==> src/rtl/booth_seq_mult_ctrl_pkg.sv <==
// rtl/booth_seq_mult_ctrl_pkg.sv - shared FSM state and Booth op encodings
package booth_seq_mult_ctrl_pkg;

    typedef enum logic [1:0] {
        ST_IDLE = 2'd0,
        ST_CALC = 2'd1,
        ST_DONE = 2'd2
    } state_t;

    typedef enum logic [1:0] {
        BOOTH_NOP = 2'd0,
        BOOTH_ADD = 2'd1,
        BOOTH_SUB = 2'd2
    } booth_op_t;

    // Radix-2 recoding of the multiplier bit pair {Q0, Q(-1)}
    function automatic booth_op_t booth_decode(input logic q0, input logic q_m1);
        booth_op_t op;
        case ({q0, q_m1})
            2'b01:   op = BOOTH_ADD;
            2'b10:   op = BOOTH_SUB;
            default: op = BOOTH_NOP;
        endcase
        return op;
    endfunction

endpackage

==> src/rtl/booth_seq_mult_ctrl_if.sv <==
// rtl/booth_seq_mult_ctrl_if.sv - start/busy/done handshake and operand/product bus
interface booth_seq_mult_ctrl_if #(
    parameter int N = 8
);
    logic             start;
    logic [N-1:0]     multiplicand;
    logic [N-1:0]     multiplier;
    logic             busy;
    logic             done;
    logic [2*N-1:0]   product;

    modport master (
        output start, multiplicand, multiplier,
        input  busy, done, product
    );

    modport slave (
        input  start, multiplicand, multiplier,
        output busy, done, product
    );
endinterface

==> src/rtl/booth_seq_mult_ctrl_step.sv <==
// rtl/booth_seq_mult_ctrl_step.sv - one combinational Booth add/sub plus arithmetic shift
module booth_step
    import booth_seq_mult_ctrl_pkg::*;
#(
    parameter int N = 8
) (
    input  logic [N:0]   a,
    input  logic [N-1:0] q,
    input  logic         q_m1,
    input  logic [N:0]   m,
    output logic [N:0]   a_next,
    output logic [N-1:0] q_next,
    output logic         q_m1_next
);
    booth_op_t  op;
    logic [N:0] sum;

    always_comb begin
        op  = booth_decode(q[0], q_m1);
        sum = a;
        case (op)
            BOOTH_ADD: sum = a + m;
            BOOTH_SUB: sum = a - m;
            default:   sum = a;
        endcase
    end

    // Shift {sum, q, q_m1} right by one, replicating the sign of sum
    assign a_next    = {sum[N], sum[N:1]};
    assign q_next    = {sum[0], q[N-1:1]};
    assign q_m1_next = q[0];

endmodule

==> src/rtl/booth_seq_mult_ctrl.sv <==
// rtl/booth_seq_mult_ctrl.sv - sequential radix-2 Booth multiplier controller
module booth_seq_mult_ctrl
    import booth_seq_mult_ctrl_pkg::*;
#(
    parameter int N = 8
) (
    input  logic                 clk,
    input  logic                 rst,
    booth_seq_mult_ctrl_if.slave bus
);
    localparam int CW = $clog2(N);

    state_t          state, state_next;
    logic [N:0]      a_q, m_q, a_nx;
    logic [N-1:0]    q_q, q_nx;
    logic            qm1_q, qm1_nx;
    logic [CW-1:0]   count_q;
    logic [2*N-1:0]  product_q;
    logic            last_iter;
    logic            busy_c, done_c;

    booth_step #(.N(N)) u_step (
        .a         (a_q),
        .q         (q_q),
        .q_m1      (qm1_q),
        .m         (m_q),
        .a_next    (a_nx),
        .q_next    (q_nx),
        .q_m1_next (qm1_nx)
    );

    assign last_iter = (count_q == CW'(N - 1));

    always_ff @(posedge clk) begin
        if (rst) state <= ST_IDLE;
        else     state <= state_next;
    end

    always_comb begin
        state_next = state;
        busy_c     = 1'b0;
        done_c     = 1'b0;
        case (state)
            ST_IDLE: if (bus.start) state_next = ST_CALC;
            ST_CALC: begin
                busy_c = 1'b1;
                if (last_iter) state_next = ST_DONE;
            end
            ST_DONE: begin
                done_c     = 1'b1;
                state_next = ST_IDLE;
            end
            default: state_next = ST_IDLE;
        endcase
    end

    // Operands are captured only on the accepting edge; later bus changes are ignored
    always_ff @(posedge clk) begin
        if (rst) begin
            a_q       <= '0;
            m_q       <= '0;
            q_q       <= '0;
            qm1_q     <= 1'b0;
            count_q   <= '0;
            product_q <= '0;
        end else begin
            case (state)
                ST_IDLE: begin
                    if (bus.start) begin
                        m_q     <= {bus.multiplicand[N-1], bus.multiplicand};
                        q_q     <= bus.multiplier;
                        a_q     <= '0;
                        qm1_q   <= 1'b0;
                        count_q <= '0;
                    end
                end
                ST_CALC: begin
                    a_q     <= a_nx;
                    q_q     <= q_nx;
                    qm1_q   <= qm1_nx;
                    count_q <= count_q + CW'(1);
                    if (last_iter) product_q <= {a_nx[N-1:0], q_nx};
                end
                default: ;
            endcase
        end
    end

    assign bus.busy    = busy_c;
    assign bus.done    = done_c;
    assign bus.product = product_q;

endmodule

==> src/flat_wrapper.sv <==
// flat-port wrapper written by rule: the top's interface ports become plain ports
module booth_seq_mult_ctrl_flat import booth_seq_mult_ctrl_pkg::*;
#(
    parameter int N = 8
)
  (clk, rst, bus_start, bus_multiplicand, bus_multiplier, bus_busy, bus_done, bus_product);
  booth_seq_mult_ctrl_if #(.N(N)) bus_i ();
  input  logic clk;
  input  logic rst;
  input wire logic [$bits(bus_i.start)-1:0] bus_start;
  input wire logic [$bits(bus_i.multiplicand)-1:0] bus_multiplicand;
  input wire logic [$bits(bus_i.multiplier)-1:0] bus_multiplier;
  output wire logic [$bits(bus_i.busy)-1:0] bus_busy;
  output wire logic [$bits(bus_i.done)-1:0] bus_done;
  output wire logic [$bits(bus_i.product)-1:0] bus_product;
  assign bus_i.start = bus_start;
  assign bus_i.multiplicand = bus_multiplicand;
  assign bus_i.multiplier = bus_multiplier;
  assign bus_busy = bus_i.busy;
  assign bus_done = bus_i.done;
  assign bus_product = bus_i.product;
  booth_seq_mult_ctrl #(.N(N)) u_core (.clk(clk), .rst(rst), .bus(bus_i));
endmodule
==> config.mk <==
export PLATFORM = sky130hd
export DESIGN_NAME = booth_seq_mult_ctrl_flat
export DESIGN_NICKNAME = d
export VERILOG_FILES = /design/src/rtl/booth_seq_mult_ctrl_pkg.sv /design/src/rtl/booth_seq_mult_ctrl_if.sv /design/src/rtl/booth_seq_mult_ctrl_step.sv /design/src/rtl/booth_seq_mult_ctrl.sv /design/src/flat_wrapper.sv
export SDC_FILE = /design/constraint.sdc
export NUM_CORES = 1
export LEC_CHECK = 0
export CAP_MARGIN = 0
export CORE_ASPECT_RATIO = 0.6
export CORE_MARGIN = 4
export CORE_UTILIZATION = 33
export DETAILED_ROUTE_END_ITERATION = 10
export DONT_BUFFER_PORTS = 1
export SLEW_MARGIN = 0
export SYNTH_ARGS = -nofsm -noshare
export SYNTH_HDL_FRONTEND = slang
export SYNTH_SLANG_ARGS = --single-unit
export TNS_END_PERCENT = 50
==> constraint.sdc <==
create_clock -name clk -period 2.45 [get_ports clk]
set_input_delay 0.245 -clock clk [delete_from_list [all_inputs] [get_ports clk]]
set_output_delay 0.245 -clock clk [all_outputs]
set_load 0.005 [all_outputs]
==> out/metrics.cfg <==
[outcome]
outcome=finished, violations left
violations=negative setup slack

[global_routing]
antenna_found_initial=0
use_met3_pct=5.844
use_met1_pct=23.40
grt_pass1_wl_mm=10.34
grt_max_degree=48
grt_overflow_total=0
grt_use_total_pct=15.60
top_usage_layer=met1
grt_pass1_vias=2011
gr-usage-met2_pct=20.74

[clock_network]
cts_sinks=46
cts_buffers=5
ctsHoldBuffers=0
htreeDepth=2
insertion_delay_ns=0.29
cts.path.max_buffers=2
clk_pin_slew_worst_paths_ns=0.07
clock-root-buffer=clkbuf_16
cts_tree=built

[critical_path]
cp_cell_sequence=inv_2, ha_4, mux2_4, fa_2, nand2b_4, a21oi_4, a21oi_2, xor2_2, or3_1, a311oi_2
slowest_stage=fa_2
worstPathArrival_ns=2.68
startpoint_type=flip-flop
cp_top_family=adder cells
crit_type=reg -> reg
endpoint_kind=flip-flop
cp_max_fo=3
cp_num_buf_inv=1
crit_required_ns=2.66
slowest_delay_ns=0.40

[die]
fp-row-count=23
die_w_um=117.2
core_area_um2=6820
die_h_um=73.50
start_util_pct=34.60
io_pins=37
dieArea_um2=8612

[routing]
wirelength_mm=6.481
wl_per_cell_um=16.28
via_per_inst=5.158
ant_nets=0
vias=2053
post-route-drc-count=0
dr.pass1.iters=4
drtIter0Drc=106

[synthesis]
avgSynthCellArea_um2=8.109
ys_seq_elements=46
synthesis.nets=323
synth_area_um2=2360
synth_top_area_cell=dfxtp_1
netlist_instances=291
synth_warnings=0
yosysUniqueCellTypes=46
ys_top_cells_by_area=dfxtp_1, nand2_1, ha_1
synthDominantCellAreaShare_pct=39.02
synthArstFlopShare_pct=0
seq_area_frac_synth_pct=39.02
synthFlopType=dfxtp_1
synth-edff-count=0

[cells_and_area]
drive_above_1_share_pct=25.40
area_delta_synth_final_pct=24.81
final_common_cell=nand2_1
diodes=0
final_cell_mix=nand2_1, dfxtp_1, nor2_1
nNetsFinal=342
stdcell_area_um2=2945
final_util_pct=43.18
final_cells=398

[job]
cap_violations=0

[sta]
hold_viol=0
finalClockSkew_ns=0.007279
rsz0062_at_grt=yes
fin_crit_sh_pct=101.0
fin_crit_ns=2.475
worst_slew_pin_slew_ns=0.6716
fmax_mhz=404.0
timing.final.ws_setup_ns=-0.02510
maxSlewViolCount=0
setup_viol=2
slew_headroom_pct=55.06
whs_ns=0.01990

[worst_hold_path]
worstHoldPathType=in -> reg

[placement]
dp.final_hpwl_mm=4.386
routabilityCongestion=0.8468
portBuffers=0
postPlaceCellArea_um2=2551
place_inst=380

[power_and_ir_drop]
p_leak_nw=1.116
vdd_drop_max_mv=0.3227
cellPowerDensity_nw_per_um2=762.4

[state kept, by name, summed over array words and instances, names as in the netlist]
register            count
u_core.state            2
u_core.a_q              8
u_core.bus.product     16
u_core.m_q              8
u_core.q_q              8
u_core.qm1_q            1
u_core.count_q          3
[logic make-up after synthesis]
kind of cell | synth area share, %
xor+xnor | 4.083
simple gates | 21.32
compound gates | 20.73
mux | 1.750
buf+inv | 5.885
fa+ha+maj | 7.211
flops | 39.02
[cell type report]
type | instances | area, um2
Multi-Input combinational cell | 219 | 1500
Clock buffer | 5 | 125.1
Clock inverter | 3 | 25.02
Sequential cell | 46 | 927.1
Fill cell | 663 | 3875
Inverter | 8 | 30.03
Tap cell | 87 | 108.9
Timing Repair Buffer | 30 | 229.0
[power breakdown]
group / internal [mW] / total [mW] / switching [mW]
logic: 0.354 / 0.713 / 0.359
clock network: 0.384 / 0.703 / 0.319
registers: 0.787 / 0.829 / 0.0424
[cell usage after synthesis (all sizes together) (6+ instances only)]
cell	n
a21oi	28
dfxtp	46
ha	12
a311oi	12
nand2	62
clkbuf	11
nand2b	6
buf	7
nor2	38
a22oi	7
xnor2	8
inv	8
[stage by stage]
step	total power, mW	setup TNS, ns	worst slack [ns]
after floorplan	1.245	0	0.0009226
after global placement	1.406	-0.08725	-0.04037
after detailed placement	1.417	-0.1627	-0.06615
after CTS	2.170	-0.01401	-0.01401
after global routing	2.373	-0.8202	-0.1301
final	2.246	-0.04178	-0.02510
[routing by layer]
metal / vias to the layer above / wire length (um)
met5: - / 0
met4: 0 / 35
met3: 4 / 471
met2: 49 / 2608
met1: 962 / 3365
li1: 1038 / -
[worst reg2reg max path, stage by stage, from the launching register on]
cell and delay, ns:
dfxtp_2 0.35, inv_2 0.05, ha_4 0.22, mux2_4 0.29
fa_2 0.40, nand2b_4 0.16, a21oi_4 0.16, a21oi_2 0.09
xor2_2 0.15, or3_1 0.33, a311oi_2 0.19
[worst paths after layout]
check	start	endpoint	slack, ns	depth (start not counted)
worst max-delay path	u_core.m_q[1]	u_core.bus.product[15]	-0.03	10
worst min-delay path	rst	u_core.bus.product[13]	0.02	1
worst min register to register	u_core.q_q[1]	u_core.bus.product[0]	0.47	2
worst max register to register	u_core.m_q[1]	u_core.bus.product[15]	-0.03	10
[timing repair]
item,in CTS,in global routing
pin swaps,7,10
setup buffers,4,6
endpoints found under the setup margin,5,11
gates resized for setup,9,26
(Power assumes the default switching activity.)
